--- src/rtl/dcache_store_wbuf_if.sv ---
// Store-in, drain-out, load-check and status signals of the dcache write-through store buffer.
// The slave modport is the buffer; the master modport is the LSU/memory side driving it.
interface dcache_store_wbuf_if #(
    parameter int XLEN      = 32,
    parameter int TID_WIDTH = 2
);
    logic                 st_valid_i;
    logic                 st_ready_o;
    logic [XLEN-1:0]      st_paddr_i;
    logic [XLEN-1:0]      st_data_i;
    logic [XLEN/8-1:0]    st_be_i;
    logic                 st_nc_i;

    logic                 mem_req_o;
    logic                 mem_gnt_i;
    logic [XLEN-1:0]      mem_paddr_o;
    logic [XLEN-1:0]      mem_data_o;
    logic [XLEN/8-1:0]    mem_be_o;
    logic [TID_WIDTH-1:0] mem_tid_o;
    logic                 mem_ack_i;
    logic [TID_WIDTH-1:0] mem_ack_tid_i;

    logic [XLEN-1:0]      ld_paddr_i;
    logic                 ld_hit_o;
    logic                 empty_o;
    logic                 full_o;

    modport slave (
        input  st_valid_i, st_paddr_i, st_data_i, st_be_i, st_nc_i,
        input  mem_gnt_i, mem_ack_i, mem_ack_tid_i, ld_paddr_i,
        output st_ready_o, mem_req_o, mem_paddr_o, mem_data_o, mem_be_o, mem_tid_o,
        output ld_hit_o, empty_o, full_o
    );

    modport master (
        output st_valid_i, st_paddr_i, st_data_i, st_be_i, st_nc_i,
        output mem_gnt_i, mem_ack_i, mem_ack_tid_i, ld_paddr_i,
        input  st_ready_o, mem_req_o, mem_paddr_o, mem_data_o, mem_be_o, mem_tid_o,
        input  ld_hit_o, empty_o, full_o
    );
endinterface

--- src/rtl/dcache_store_wbuf.sv ---
// Write-through store buffer: merges same-word cacheable stores, drains in order over req/gnt,
// retires on in-order tagged acks, and flags loads that collide with a buffered store.
module dcache_store_wbuf #(
    parameter int XLEN      = 32,
    parameter int DEPTH     = 8,
    parameter int TID_WIDTH = 2
) (
    input  logic               clk_i,
    input  logic               rst_i,
    dcache_store_wbuf_if.slave bus
);
    localparam int AW       = $clog2(DEPTH);
    localparam int BW       = XLEN / 8;
    localparam int WA       = XLEN - 2;
    localparam int MAX_INFL = (DEPTH < (1 << TID_WIDTH)) ? DEPTH : (1 << TID_WIDTH);
    localparam logic [AW:0] DEPTH_P    = DEPTH[AW:0];
    localparam logic [AW:0] MAX_INFL_P = MAX_INFL[AW:0];

    typedef struct packed {
        logic [WA-1:0]   waddr;
        logic [XLEN-1:0] data;
        logic [BW-1:0]   be;
        logic            nc;
    } entry_t;

    entry_t               entries [DEPTH];
    logic [AW:0]          wr_ptr_q, iss_ptr_q, rd_ptr_q;
    logic [TID_WIDTH-1:0] iss_cnt_q, ret_cnt_q;

    logic [AW:0]     occupancy, unissued, inflight;
    logic [AW-1:0]   wr_idx, iss_idx, rd_idx, young_idx;
    logic [WA-1:0]   st_waddr, ld_waddr;
    logic            mem_req, issue_go, merge_ok, accept, do_merge, do_alloc, ack_ok;
    logic [XLEN-1:0] merge_data;
    logic            ld_hit;
    logic            unused_addr_bits;

    assign occupancy = wr_ptr_q - rd_ptr_q;
    assign unissued  = wr_ptr_q - iss_ptr_q;
    assign inflight  = iss_ptr_q - rd_ptr_q;
    assign wr_idx    = wr_ptr_q[AW-1:0];
    assign iss_idx   = iss_ptr_q[AW-1:0];
    assign rd_idx    = rd_ptr_q[AW-1:0];
    assign young_idx = wr_idx - AW'(1);
    assign st_waddr  = bus.st_paddr_i[XLEN-1:2];
    assign ld_waddr  = bus.ld_paddr_i[XLEN-1:2];
    assign unused_addr_bits = ^{bus.st_paddr_i[1:0], bus.ld_paddr_i[1:0]};

    // A non-cacheable entry only leaves once everything older has been acknowledged.
    assign mem_req  = (unissued != '0) && (inflight < MAX_INFL_P)
                    && (!entries[iss_idx].nc || inflight == '0);
    assign issue_go = mem_req && bus.mem_gnt_i;

    // The youngest entry is the issuing one only when exactly one entry is unissued.
    assign merge_ok = (unissued != '0)
                    && !(issue_go && iss_idx == young_idx)
                    && (entries[young_idx].waddr == st_waddr)
                    && !entries[young_idx].nc && !bus.st_nc_i;

    assign bus.full_o     = (occupancy == DEPTH_P);
    assign bus.empty_o    = (occupancy == '0);
    assign bus.st_ready_o = !bus.full_o || merge_ok;

    assign accept   = bus.st_valid_i && bus.st_ready_o;
    assign do_merge = accept && merge_ok;
    assign do_alloc = accept && !merge_ok;
    assign ack_ok   = bus.mem_ack_i && (inflight != '0) && (bus.mem_ack_tid_i == ret_cnt_q);

    // NOTE: every variable written in always_comb gets a default first, so no latch is inferred.
    always_comb begin
        merge_data = entries[young_idx].data;
        for (int b = 0; b < BW; b++) begin
            if (bus.st_be_i[b]) merge_data[8*b +: 8] = bus.st_data_i[8*b +: 8];
        end
    end

    // NOTE: the entry array has no reset; occupancy comes from the pointers alone.
    always_ff @(posedge clk_i) begin
        if (do_merge) begin
            entries[young_idx].data <= merge_data;
            entries[young_idx].be   <= entries[young_idx].be | bus.st_be_i;
        end else if (do_alloc) begin
            entries[wr_idx] <= '{waddr: st_waddr, data: bus.st_data_i,
                                 be: bus.st_be_i, nc: bus.st_nc_i};
        end
    end

    // NOTE: sequential state uses non-blocking assignments so every register sees pre-edge values.
    always_ff @(posedge clk_i or posedge rst_i) begin
        if (rst_i) begin
            wr_ptr_q  <= '0;
            iss_ptr_q <= '0;
            rd_ptr_q  <= '0;
            iss_cnt_q <= '0;
            ret_cnt_q <= '0;
        end else begin
            if (do_alloc) wr_ptr_q <= wr_ptr_q + 1'b1;
            if (issue_go) begin
                iss_ptr_q <= iss_ptr_q + 1'b1;
                iss_cnt_q <= iss_cnt_q + 1'b1;
            end
            if (ack_ok) begin
                rd_ptr_q  <= rd_ptr_q + 1'b1;
                ret_cnt_q <= ret_cnt_q + 1'b1;
            end
        end
    end

    always_comb begin
        ld_hit = 1'b0;
        for (int i = 0; i < DEPTH; i++) begin
            logic [AW-1:0] off;
            off = AW'(i) - rd_idx;
            if (({1'b0, off} < occupancy) && (entries[i].waddr == ld_waddr)) ld_hit = 1'b1;
        end
    end

    assign bus.ld_hit_o    = ld_hit;
    assign bus.mem_req_o   = mem_req;
    assign bus.mem_paddr_o = {entries[iss_idx].waddr, 2'b00};
    assign bus.mem_data_o  = entries[iss_idx].data;
    assign bus.mem_be_o    = entries[iss_idx].be;
    assign bus.mem_tid_o   = iss_cnt_q;
endmodule
--- src/flat_wrapper.sv ---
// flat-port wrapper written by rule: the top's interface ports become plain ports
module dcache_store_wbuf_flat 
#(
    parameter int XLEN      = 32,
    parameter int DEPTH     = 8,
    parameter int TID_WIDTH = 2
)
  (clk_i, rst_i, bus_st_valid_i, bus_st_paddr_i, bus_st_data_i, bus_st_be_i, bus_st_nc_i, bus_mem_gnt_i, bus_mem_ack_i, bus_mem_ack_tid_i, bus_ld_paddr_i, bus_st_ready_o, bus_mem_req_o, bus_mem_paddr_o, bus_mem_data_o, bus_mem_be_o, bus_mem_tid_o, bus_ld_hit_o, bus_empty_o, bus_full_o);
  dcache_store_wbuf_if #(.XLEN(XLEN), .TID_WIDTH(TID_WIDTH)) bus_i ();
  input  logic clk_i;
  input  logic rst_i;
  input wire logic [$bits(bus_i.st_valid_i)-1:0] bus_st_valid_i;
  input wire logic [$bits(bus_i.st_paddr_i)-1:0] bus_st_paddr_i;
  input wire logic [$bits(bus_i.st_data_i)-1:0] bus_st_data_i;
  input wire logic [$bits(bus_i.st_be_i)-1:0] bus_st_be_i;
  input wire logic [$bits(bus_i.st_nc_i)-1:0] bus_st_nc_i;
  input wire logic [$bits(bus_i.mem_gnt_i)-1:0] bus_mem_gnt_i;
  input wire logic [$bits(bus_i.mem_ack_i)-1:0] bus_mem_ack_i;
  input wire logic [$bits(bus_i.mem_ack_tid_i)-1:0] bus_mem_ack_tid_i;
  input wire logic [$bits(bus_i.ld_paddr_i)-1:0] bus_ld_paddr_i;
  output wire logic [$bits(bus_i.st_ready_o)-1:0] bus_st_ready_o;
  output wire logic [$bits(bus_i.mem_req_o)-1:0] bus_mem_req_o;
  output wire logic [$bits(bus_i.mem_paddr_o)-1:0] bus_mem_paddr_o;
  output wire logic [$bits(bus_i.mem_data_o)-1:0] bus_mem_data_o;
  output wire logic [$bits(bus_i.mem_be_o)-1:0] bus_mem_be_o;
  output wire logic [$bits(bus_i.mem_tid_o)-1:0] bus_mem_tid_o;
  output wire logic [$bits(bus_i.ld_hit_o)-1:0] bus_ld_hit_o;
  output wire logic [$bits(bus_i.empty_o)-1:0] bus_empty_o;
  output wire logic [$bits(bus_i.full_o)-1:0] bus_full_o;
  assign bus_i.st_valid_i = bus_st_valid_i;
  assign bus_i.st_paddr_i = bus_st_paddr_i;
  assign bus_i.st_data_i = bus_st_data_i;
  assign bus_i.st_be_i = bus_st_be_i;
  assign bus_i.st_nc_i = bus_st_nc_i;
  assign bus_i.mem_gnt_i = bus_mem_gnt_i;
  assign bus_i.mem_ack_i = bus_mem_ack_i;
  assign bus_i.mem_ack_tid_i = bus_mem_ack_tid_i;
  assign bus_i.ld_paddr_i = bus_ld_paddr_i;
  assign bus_st_ready_o = bus_i.st_ready_o;
  assign bus_mem_req_o = bus_i.mem_req_o;
  assign bus_mem_paddr_o = bus_i.mem_paddr_o;
  assign bus_mem_data_o = bus_i.mem_data_o;
  assign bus_mem_be_o = bus_i.mem_be_o;
  assign bus_mem_tid_o = bus_i.mem_tid_o;
  assign bus_ld_hit_o = bus_i.ld_hit_o;
  assign bus_empty_o = bus_i.empty_o;
  assign bus_full_o = bus_i.full_o;
  dcache_store_wbuf #(.XLEN(XLEN), .DEPTH(DEPTH), .TID_WIDTH(TID_WIDTH)) u_core (.clk_i(clk_i), .rst_i(rst_i), .bus(bus_i));
endmodule
--- config.mk ---
export PLATFORM = sky130hd
export DESIGN_NAME = dcache_store_wbuf_flat
export DESIGN_NICKNAME = d
export VERILOG_FILES = /design/src/rtl/dcache_store_wbuf_if.sv /design/src/rtl/dcache_store_wbuf.sv /design/src/flat_wrapper.sv
export SDC_FILE = /design/constraint.sdc
export NUM_CORES = 1
export LEC_CHECK = 0
export ABC_AREA = 0
export CAP_MARGIN = 20
export CORE_MARGIN = 1.5
export CORE_UTILIZATION = 50
export CTS_BUF_LIST = sky130_fd_sc_hd__clkbuf_2
export DETAILED_ROUTE_END_ITERATION = 8
export PLACE_DENSITY_LB_ADDON = 0.3
export SYNTH_ARGS = -nofsm -noshare
export SYNTH_HDL_FRONTEND = slang
export SYNTH_SLANG_ARGS = --single-unit
--- constraint.sdc ---
create_clock -name clk_i -period 11.5 [get_ports clk_i]
set_input_delay 3.45 -clock clk_i [delete_from_list [all_inputs] [get_ports clk_i]]
set_output_delay 3.45 -clock clk_i [all_outputs]
set_load 0.02 [all_outputs]
==> flow_metrics.py <==
metrics = {
    "status": {
        "outcome": "finished clean",
    },
    "logic_synthesis": {
        "ys_warn_count": 0,
        "synth.most_common_cell": "edfxtp_1",
        "synthArstFlopShare_pct": 2.90,
        "ys.flop_type": "edfxtp_1",
        "synth_area_um2": 29600,
        "synth.top_cell.area_share_pct": 54.4,
        "syn-instance-count": 1934,
        "synthTopCellsByArea": "edfxtp_1 (54%), mux4_2 (20%), xor2_1 (5.6%), nand2_1 (4.0%), xnor2_1 (3.8%)",
        "synth_common_cells": "edfxtp_1 (536), nand2_1 (313), mux4_2 (266), xor2_1 (190), xnor2_1 (128)",
        "syn_avg_cell_area_um2": 15.3,
        "synth_edf_count": 536,
        "ys_seq_elements": 552,
        "yosys.area.top_type": "edfxtp_1",
        "synth_cell_types": 51,
        "seq_area_frac_synth_pct": 55.7,
    },
    "timing": {
        "relSlewSlack_pct": 24.2,
        "worst_slew_pin_slew_ns": 1.14,
        "fmax_ghz": 0.0941,
        "post-route-period-util_pct": 92.4,
        "rsz0062_at_grt": "no",
        "finClkSkew_ns": 0.132,
        "slew_viol_final": 0,
        "final-hold-violation-count": 0,
        "finalSetupViolCount": 0,
        "final.setup.tns_ns": 0,
        "fin_crit_ns": 10.63,
    },
    "worst_setup_path": {
        "cp-start-kind": "primary input",
        "rrSetupSlack_ns": 3.98,
        "crit_path_end_kind": "output pin",
        "worstPathRequired_ns": 8.05,
        "arrival_ns": 7.18,
        "worst-path-max-fanout": 8,
        "rr_startpoint": "u_core.wr_ptr_q[0]",
        "cp-startpoint": "bus_ld_paddr_i[29]",
        "r2r-end": "u_core.entries[1][6]",
        "critPathCapture": "bus_ld_hit_o",
        "rr_worst_depth": 16,
        "critPathKind": "in2out",
    },
    "pwr": {
        "switchingPower_mw": 4.30,
        "swShare_pct": 42.7,
        "clock_power_share_pct": 13.4,
        "pwr-share-comb_pct": 53.9,
        "irDropWorstVdd_uv": 385,
        "p_seq_share_pct": 32.7,
        "p_leak_nw": 11.6,
        "powerDensity_nw_per_um2": 299,
        "internal_power_mw": 5.77,
    },
    "final_layout": {
        "syn2layout_area_growth_pct": 13.6,
        "nets": 2305,
        "fin_area_um2": 33600,
        "final_layout_size_suffix_gt1_share_pct": 26.2,
    },
    "cts": {
        "htree_levels": 4,
        "clk_latency_ns": 1.37,
        "postCtsSetupBuffers": 0,
        "cts_buffer_depth": 3,
        "path_clk_slew_ns": 0.08,
        "cts_tree": "done",
        "ctsResizeCount": 0,
        "cts_root_buffer": "clkbuf_2",
        "cts_sinks": 552,
        "numCtsBuffers": 144,
        "hold_buffers": 0,
    },
    "routing": {
        "finalWirelength_um": 90000,
        "vias_per_cell": 6.38,
        "ant_nets": 0,
        "wire_per_inst_um": 29.5,
        "dr.pass1.iters": 5,
        "drt-initial-drc-count": 2275,
        "vias": 19446,
        "drc_errors": 0,
    },
    "floorplan": {
        "die_area_um2": 60700,
        "coreArea_um2": 58800,
        "start_util_pct": 50.4,
        "dieHeight_um": 246,
        "die_w_um": 246,
        "io_pins": 183,
        "rows": 89,
    },
    "global_route": {
        "grt.total_usage_pct": 30.3,
        "grt_pass1_vias": 19493,
        "grt_antenna_before_repair": 9,
        "grt_overflow": 0,
        "grt_max_degree": 64,
        "grt_pass1_wl_um": 131000,
    },
    "place": {
        "io_buffers": 176,
        "dp_hpwl_um": 59000,
        "place_area_um2": 32300,
        "place.gp.congestion": 1.08,
    },
    "flow_run": {
        "cap_violations": 0,
    },
    "hold_path": {
        "hold_path_class": "reg2reg",
    },
}
[routing by layer]
metal  GRT usage, %  part of all wire (%)
met1           39.1                    36
met2           47.8                    48
met3           8.28                    11
met4           14.6                   4.8
met5              0                 0.096
[area by class of cell]
class / instances / area (µm²)
antenna: 2 / 5.00
tap: 773 / 967
clock inverter: 47 / 267
inverter: 25 / 93.8
timing repair buffer: 219 / 2150
fill: 4655 / 25200
multi-input combinational: 1226 / 12600
sequential: 552 / 16500
clock buffer: 202 / 1010
[power groups by stage]
| stage | registers, mW | clock network, mW | logic (mW) |
|---|---|---|---|
| after floorplan | 3.12 | 0 | 3.70 |
| final | 3.29 | 1.35 | 5.43 |
| after detailed placement | 3.33 | 0 | 5.38 |
| after global placement | 3.29 | 0 | 5.30 |
| after global routing | 3.34 | 1.47 | 5.78 |
| after CTS | 3.29 | 1.37 | 5.42 |
[logic make-up after synthesis]
| family | share of synthesized area, % |
|---|---|
| other | 0.0127 |
| XOR/XNOR | 9.41 |
| AO/OA/AOI/OAI | 1.81 |
| multiplexers | 21.9 |
| AND/OR/NAND/NOR | 7.67 |
| adder cells (fa/ha/maj) | 1.30 |
| flip-flops | 55.7 |
| buffers and inverters | 2.21 |
[per-stage QoR]
step	worst slack (ns)	cells	utilization (%)	power, mW	hold slack (ns)
2_1_floorplan	2.58	1935	-	6.82	0.465
3_3_place_gp	0.942	2789	54.8	8.60	0.463
3_5_place_dp	0.916	2793	54.9	8.72	0.474
4_1_cts	0.870	3042	57.1	10.1	0.490
5_1_grt	0.569	3045	57.2	10.6	0.515
6_report	0.873	3046	57.2	10.1	0.479
[sequential cells by signal, indices dropped and copies added, names as in the netlist]
| signal | cells |
|---|---|
| u_core.entries | 536 |
| u_core.rd_ptr_q | 4 |
| u_core.ret_cnt_q | 2 |
| u_core.wr_ptr_q | 4 |
| u_core.iss_ptr_q | 4 |
| u_core.bus.mem_tid_o | 2 |
[critical path, stage by stage]
cell and delay [ns]:
clkdlybuf4s50_1 0.88, xor2_1 0.26, nor4_1 0.66, nand4_1 0.16
nor4_1 0.67, o21ai_0 0.21, nand4_1 0.14, or2_2 0.13
clkdlybuf4s50_1 0.59
[worst min path at each step]
stage	slack, ns	start	endpoint	depth (start not counted)
after floorplan	0.47	u_core.ret_cnt_q[1]	u_core.ret_cnt_q[1]	1
after global placement	0.46	u_core.bus.mem_tid_o[1]	u_core.bus.mem_tid_o[1]	1
after detailed placement	0.47	u_core.bus.mem_tid_o[1]	u_core.bus.mem_tid_o[1]	1
after CTS	0.49	u_core.bus.mem_tid_o[1]	u_core.bus.mem_tid_o[1]	1
after global routing	0.51	u_core.bus.mem_tid_o[1]	u_core.bus.mem_tid_o[1]	1
final	0.48	u_core.bus.mem_tid_o[1]	u_core.bus.mem_tid_o[1]	1
[placed cells by master (no fill, tap or decap), types with 32 or more instances in the layout]
cell / Yosys / layout
clkbuf_2: 0 / 202
nand2_1: 313 / 313
clkdlybuf4s50_1: 0 / 175
mux4_2: 266 / 266
edfxtp_1: 536 / 536
nor4_1: 53 / 53
xor2_1: 190 / 189
and3_1: 36 / 33
nand4_1: 33 / 33
mux2_2: 32 / 32
buf_4: 4 / 37
xnor2_1: 128 / 127
Note: power is estimated with default switching activity, not from simulation.
